$ cat src/rtl/keccak_arb_pkg.sv
// Shared types and width constants for the keccak arbiter slice.
// The optional stall-abort timeout is enabled with KECCAK_ARB_TIMEOUT_EN.
package keccak_arb_pkg;

  localparam int WORD_W   = 32;
  localparam int DIGEST_W = 512;
  localparam int BN_W     = 2;

  typedef enum logic [2:0] {
    IDLE = 3'd0,
    CLR  = 3'd1,
    FEED = 3'd2,
    WAIT = 3'd3,
    DONE = 3'd4
  } arb_state_e;

endpackage

$ cat src/rtl/keccak_arbiter_rr.sv
// Combinational round-robin picker: first set request at or after ptr, wrapping.
module rr_arbiter #(
  parameter int N = 4
) (
  input  logic [N-1:0]         req,
  input  logic [$clog2(N)-1:0] ptr,
  output logic [N-1:0]         gnt,
  output logic [$clog2(N)-1:0] idx,
  output logic                 any
);

  localparam int             IW  = $clog2(N);
  localparam logic [IW:0]    N_W = (IW+1)'(N);

  logic [IW:0] pos;
  logic        found;

  always_comb begin
    gnt   = '0;
    idx   = '0;
    found = 1'b0;
    pos   = '0;
    for (int k = 0; k < N; k++) begin
      pos = {1'b0, ptr} + k[IW:0];
      if (pos >= N_W) pos = pos - N_W;
      if (!found && req[pos[IW-1:0]]) begin
        found              = 1'b1;
        gnt[pos[IW-1:0]]   = 1'b1;
        idx                = pos[IW-1:0];
      end
    end
  end

  assign any = |req;

endmodule

$ cat src/rtl/keccak_arbiter.sv
// Shares one keccak core between NREQ requesters, one whole message per grant.
// Define KECCAK_ARB_TIMEOUT_EN to abort a grant after STALL_LIMIT idle FEED cycles.
module keccak_arbiter
  import keccak_arb_pkg::*;
#(
  parameter int NREQ        = 4,
  parameter int STALL_LIMIT = 255
) (
  input  logic                   clk,
  input  logic                   reset_n,
  input  logic [NREQ-1:0]        req_valid,
  input  logic [NREQ*WORD_W-1:0] req_data,
  input  logic [NREQ-1:0]        req_last,
  input  logic [NREQ*BN_W-1:0]   req_byte_num,
  output logic [NREQ-1:0]        req_ready,
  output logic [NREQ-1:0]        grant,
  output logic [NREQ-1:0]        dig_valid,
  output logic [DIGEST_W-1:0]    digest,
  output logic [NREQ-1:0]        abort,
  output logic                   core_reset,
  output logic [WORD_W-1:0]      core_in,
  output logic                   core_in_ready,
  output logic                   core_is_last,
  output logic [BN_W-1:0]        core_byte_num,
  input  logic                   core_buffer_full,
  input  logic [DIGEST_W-1:0]    core_out,
  input  logic                   core_out_ready
);

  localparam int IW = $clog2(NREQ);

  arb_state_e          state_q, state_d;
  logic [NREQ-1:0]     grant_q;
  logic [IW-1:0]       gidx_q;
  logic [IW-1:0]       ptr_q;
  logic [IW-1:0]       ptr_next;
  logic [DIGEST_W-1:0] digest_q;
  logic                core_reset_q;

  logic [NREQ-1:0]     pick_gnt;
  logic [IW-1:0]       pick_idx;
  logic                pick_any;

  logic                sel_valid;
  logic                stall_hit;

  rr_arbiter #(.N(NREQ)) u_rr (
    .req (req_valid),
    .ptr (ptr_q),
    .gnt (pick_gnt),
    .idx (pick_idx),
    .any (pick_any)
  );

  // Word path: mux the granted slot straight through to the core.
  always_comb begin
    sel_valid     = 1'b0;
    core_is_last  = 1'b0;
    core_in       = '0;
    core_byte_num = '0;
    for (int i = 0; i < NREQ; i++) begin
      if (gidx_q == IW'(i)) begin
        sel_valid     = req_valid[i];
        core_is_last  = req_last[i];
        core_in       = req_data[i*WORD_W +: WORD_W];
        core_byte_num = req_byte_num[i*BN_W +: BN_W];
      end
    end
  end

  assign ptr_next = (gidx_q == IW'(NREQ-1)) ? '0 : gidx_q + IW'(1);

  // NOTE: every signal written here gets a default first so no latch is inferred.
  always_comb begin
    state_d       = state_q;
    core_in_ready = 1'b0;
    req_ready     = '0;
    dig_valid     = '0;
    case (state_q)
      IDLE: if (pick_any) state_d = CLR;
      CLR:  state_d = FEED;
      FEED: begin
        core_in_ready = sel_valid & ~core_buffer_full;
        req_ready     = grant_q & {NREQ{core_in_ready}};
        if (core_in_ready && core_is_last) state_d = WAIT;
        else if (stall_hit)                state_d = IDLE;
      end
      WAIT: if (core_out_ready) state_d = DONE;
      DONE: begin
        dig_valid = grant_q;
        state_d   = IDLE;
      end
      default: state_d = IDLE;
    endcase
  end

  // NOTE: sequential state uses non-blocking assignments only.
  // NOTE: the digest register is reset because it is visible to requesters as a clean 0.
  always_ff @(posedge clk or negedge reset_n) begin
    if (!reset_n) begin
      state_q      <= IDLE;
      grant_q      <= '0;
      gidx_q       <= '0;
      ptr_q        <= '0;
      digest_q     <= '0;
      core_reset_q <= 1'b1;
    end else begin
      state_q      <= state_d;
      core_reset_q <= (state_d == CLR);
      case (state_q)
        IDLE: if (pick_any) begin
          grant_q <= pick_gnt;
          gidx_q  <= pick_idx;
        end
        FEED: if (stall_hit) begin
          grant_q <= '0;
          ptr_q   <= ptr_next;
        end
        WAIT: if (core_out_ready) digest_q <= core_out;
        DONE: begin
          grant_q <= '0;
          ptr_q   <= ptr_next;
        end
        default: ;
      endcase
    end
  end

`ifdef KECCAK_ARB_TIMEOUT_EN
  localparam int CNT_W = (STALL_LIMIT > 255) ? $clog2(STALL_LIMIT + 1) : 8;

  logic [CNT_W-1:0] stall_cnt_q;
  logic [NREQ-1:0]  abort_q;

  // The cycle that would bring the idle count up to STALL_LIMIT triggers the abort.
  assign stall_hit = (state_q == FEED) && !sel_valid &&
                     (stall_cnt_q == CNT_W'(STALL_LIMIT - 1));

  always_ff @(posedge clk or negedge reset_n) begin
    if (!reset_n) begin
      stall_cnt_q <= '0;
      abort_q     <= '0;
    end else begin
      abort_q <= stall_hit ? grant_q : '0;
      if (state_q != FEED || core_in_ready || stall_hit) stall_cnt_q <= '0;
      else if (!sel_valid)                             stall_cnt_q <= stall_cnt_q + CNT_W'(1);
    end
  end

  assign abort = abort_q;
`else
  assign stall_hit = 1'b0;
  assign abort     = '0;
`endif

  assign grant      = grant_q;
  assign digest     = digest_q;
  assign core_reset = core_reset_q;

endmodule

$ cat config.mk
export PLATFORM = sky130hd
export DESIGN_NAME = keccak_arbiter
export DESIGN_NICKNAME = d
export VERILOG_FILES = /design/src/rtl/keccak_arb_pkg.sv /design/src/rtl/keccak_arbiter_rr.sv /design/src/rtl/keccak_arbiter.sv
export SDC_FILE = /design/constraint.sdc
export NUM_CORES = 1
export LEC_CHECK = 0
export CAP_MARGIN = 30
export CORE_AREA = 2 2 476 478
export CTS_BUF_LIST = sky130_fd_sc_hd__clkbuf_4 sky130_fd_sc_hd__clkbuf_8
export DETAILED_ROUTE_END_ITERATION = 10
export DIE_AREA = 0 0 478 480
export PLACE_DENSITY = 0.38
export SYNTH_ARGS = -nofsm -noshare
export SYNTH_HDL_FRONTEND = slang
export SYNTH_HIERARCHICAL = 1
export SYNTH_SLANG_ARGS = --single-unit
$ cat constraint.sdc
create_clock -name clk -period 3.2 [get_ports clk]
set_clock_uncertainty 0.05 [all_clocks]
set_input_delay 0.48 -clock clk [delete_from_list [all_inputs] [get_ports clk]]
set_output_delay 0.48 -clock clk [all_outputs]
set_load 0.01 [all_outputs]
==> results.json <==
{
  "worst_slew_pin_slew_ns": 0.850,
  "netlist.area_leader.share": 0.607,
  "final_cell_area_sq_um": 44200,
  "critical_path.cell_chain": "buf_6 > ha_4 > buf_12 > a221o_1 > a31o_4 > buf_6 > buf_6 > and2_4 > buf_6",
  "clk_latency_ns": 0.84,
  "hp-start": "core_out[8]",
  "wirelength_um": 143000,
  "antenna_found_initial": 49,
  "htree_levels": 3,
  "io_buffer_count": 1220,
  "ys_types": 45,
  "cts_tree": "built",
  "setup_ws_ns": -0.133,
  "clk_pin_slew_ns": 0.06,
  "critPathKind": "reg -> out",
  "r2r-start": "ptr_q[1]$_DFFE_PN0P_",
  "netlist_instances": 2438,
  "fmax_mhz": 300,
  "grt_overflow_total": 0,
  "slowest_stage": "dfrtp_1",
  "finalSetupViolCount": 22,
  "chipHeight_um": 480,
  "holdWs_ns": 0.145,
  "place_ws_ns": -0.114,
  "ys.flop_type": "dfrtp_1",
  "dieArea_sq_um": 229000,
  "grt_pass1_wl_um": 195000,
  "crit_required_ns": 2.67,
  "drv_cap": 0,
  "num_rows": 174,
  "post_drt_wl_per_cell_um": 19.9,
  "via_count": 23166,
  "crit_top_cell": "buf_6",
  "rr_endpoint": "grant[1]$_DFFE_PN0P_",
  "violations": "setup timing",
  "dp_hpwl_um": 111000,
  "synth.most_common_cell": "nand2_1",
  "hold_path.class": "in -> reg",
  "drc": 0,
  "postSynth.asyncResetShare": 1.00,
  "rr_worst_depth": 7,
  "period_share": 1.04,
  "critPathMaxStageDelay_ns": 0.39,
  "crit_path_end_kind": "output port",
  "via_per_inst": 3.23,
  "layout_min_cycle_time_ns": 3.33,
  "powerDensity_nw_per_um2": 871,
  "drt_iter0_drc": 1208,
  "synth_edf_count": 0,
  "hold_end": "digest[8]$_DFFE_PN0P_",
  "cts_num_sinks": 524,
  "hold_viol_final": 0,
  "gp_congestion": 0.918,
  "rsz0062_at_grt": "true",
  "outcome": "complete, but fails checks",
  "startpoint_type": "flop",
  "core_sq_um": 224000,
  "area_growth_pct": 105,
  "numCtsBuffers": 109,
  "cts_max_path_buffers": 3,
  "slew_headroom": 0.433,
  "ant_nets": 0,
  "whs_path_depth": 3,
  "syn-cell-area_sq_um": 21600,
  "nets": 4750,
  "worstPathArrival_ns": 2.80,
  "synth.largest_area_cell": "dfrtp_1",
  "synth_seq_area_share": 0.608,
  "initial_utilization": 0.0963,
  "ff2ff_setup_slack_ns": 0.65,
  "cp_top_family": "buffers and inverters",
  "synth-seq-cells": 524,
  "synth.area.top_cells": "dfrtp_1 (61%), nand2_1 (27%), buf_6 (2.6%)",
  "dr.pass1.iters": 5,
  "first_global_vias": 24588,
  "synth_common_cells": "nand2_1 (1576), dfrtp_1 (523), buf_2 (58)",
  "slew_violations": 0,
  "peakVddDrop_uv": 385,
  "path_buf_inv": 5,
  "ios": 1225,
  "cts_root_buf": "clkbuf_8",
  "postSynthAreaPerCell_sq_um": 8.85,
  "drive_above_1_share": 0.110,
  "grt_max_degree": 113,
  "dpl_cell_area_sq_um": 37500,
  "crit_path_max_fanout": 4,
  "ys_warn_count": 6,
  "dieWidth_um": 478,
  "grt_usage": 0.120,
  "p_leak_nw": 19.8
}
[state kept, by name, indices dropped and copies added, names as in the netlist]
signal and count:
digest 512, grant 4, state_q 3, gidx_q 2, ptr_q 2, core_reset 1
[power by group]
part	internal, W	switching (W)	leakage, nW
Combinational	0.00955	0.00934	11.9
Clock	0.00456	0.00353	1.29
Sequential	0.00960	0.00190	6.61
[per-layer routing]
metal	vias to the layer above	global-route usage	part of all wire
met2	1081	0.185	0.44
met1	10997	0.146	0.42
li1	10855	-	-
met5	-	0	0.0011
met3	205	0.0567	0.11
met4	28	0.0359	0.023
[logic make-up (layout without fill, tap and decap cells)]
family | count (synthesis) | after routing | share of synthesized area
other cells | 1 | 22 | 0.000174
simple gates | 1640 | 1640 | 0.294
buf+inv | 153 | 1876 | 0.0504
fa+ha+maj | 9 | 9 | 0.00522
compound gates | 104 | 104 | 0.0369
mux | 7 | 7 | 0.00563
flops | 524 | 524 | 0.608
[placed cells by master, fill, tap and decap left out, types with 23 or more instances in the layout]
| master | instances |
|---|---|
| nand2_1 | 1574 |
| clkdlybuf4s50_1 | 1179 |
| dfrtp_1 | 523 |
| dlygate4sd3_1 | 304 |
| clkbuf_8 | 138 |
| buf_4 | 95 |
| buf_6 | 38 |
| nor2b_1 | 36 |
| clkbuf_4 | 36 |
| buf_12 | 27 |
| a221oi_2 | 23 |
[through the flow]
step / cells / setup TNS [ns] / util / power [W]
3_5_place_dp: 6610 / -0.139 / 0.167 / 0.0289
6_report: 7174 / -1.24 / 0.197 / 0.0385
3_3_place_gp: 6609 / -0.148 / 0.167 / 0.0289
5_1_grt: 7160 / -6.76 / 0.197 / 0.0411
2_1_floorplan: 2441 / 0 / - / 0.0176
4_1_cts: 7137 / -5.19 / 0.195 / 0.0387
[tightest hold or removal path, stage by stage]
cell	delay [ns]
clkdlybuf4s50_1	0.41
nand2_1	0.06
nand2_1	0.05
[worst max path at each step]
| stage | to | slack (ns) | depth (start not counted) | start |
|---|---|---|---|---|
| floorplan | grant[1]$_DFFE_PN0P_ | 0.92 | 8 | ptr_q[0]$_DFFE_PN0P_ |
| global placement | core_byte_num[1] | -0.14 | 8 | gidx_q[1]$_DFFE_PN0P_ |
| detailed placement | core_byte_num[1] | -0.11 | 8 | gidx_q[1]$_DFFE_PN0P_ |
| CTS | req_ready[2] | -0.29 | 10 | gidx_q[1]$_DFFE_PN0P_ |
| global route | core_byte_num[0] | -0.29 | 10 | gidx_q[0]$_DFFE_PN0P_ |
| finish | req_ready[0] | -0.13 | 9 | gidx_q[0]$_DFFE_PN0P_ |
[what timing repair did]
| action | 4_1_cts | 5_1_grt |
|---|---|---|
| buffers inserted | 26 | 22 |
| setup endpoints to repair | 40 | 38 |
| resized for setup | 276 | 65 |
| gates cloned | 3 | 3 |
| pin swaps | 28 | 30 |
| hold buffers | 304 | 0 |
| hold endpoints to repair | 419 | 0 |
[cell type report]
class	instances	area (sq um)
clock buffers	174	2170
fillers	24818	180000
inverters	8	56.3
repair buffers	1674	16900
well taps	2992	3740
multi-input cells	1764	7900
flip-flops and latches	524	13100
clock inverters	20	267
diodes	18	45.0
Note: power is estimated with default switching activity, not from simulation.
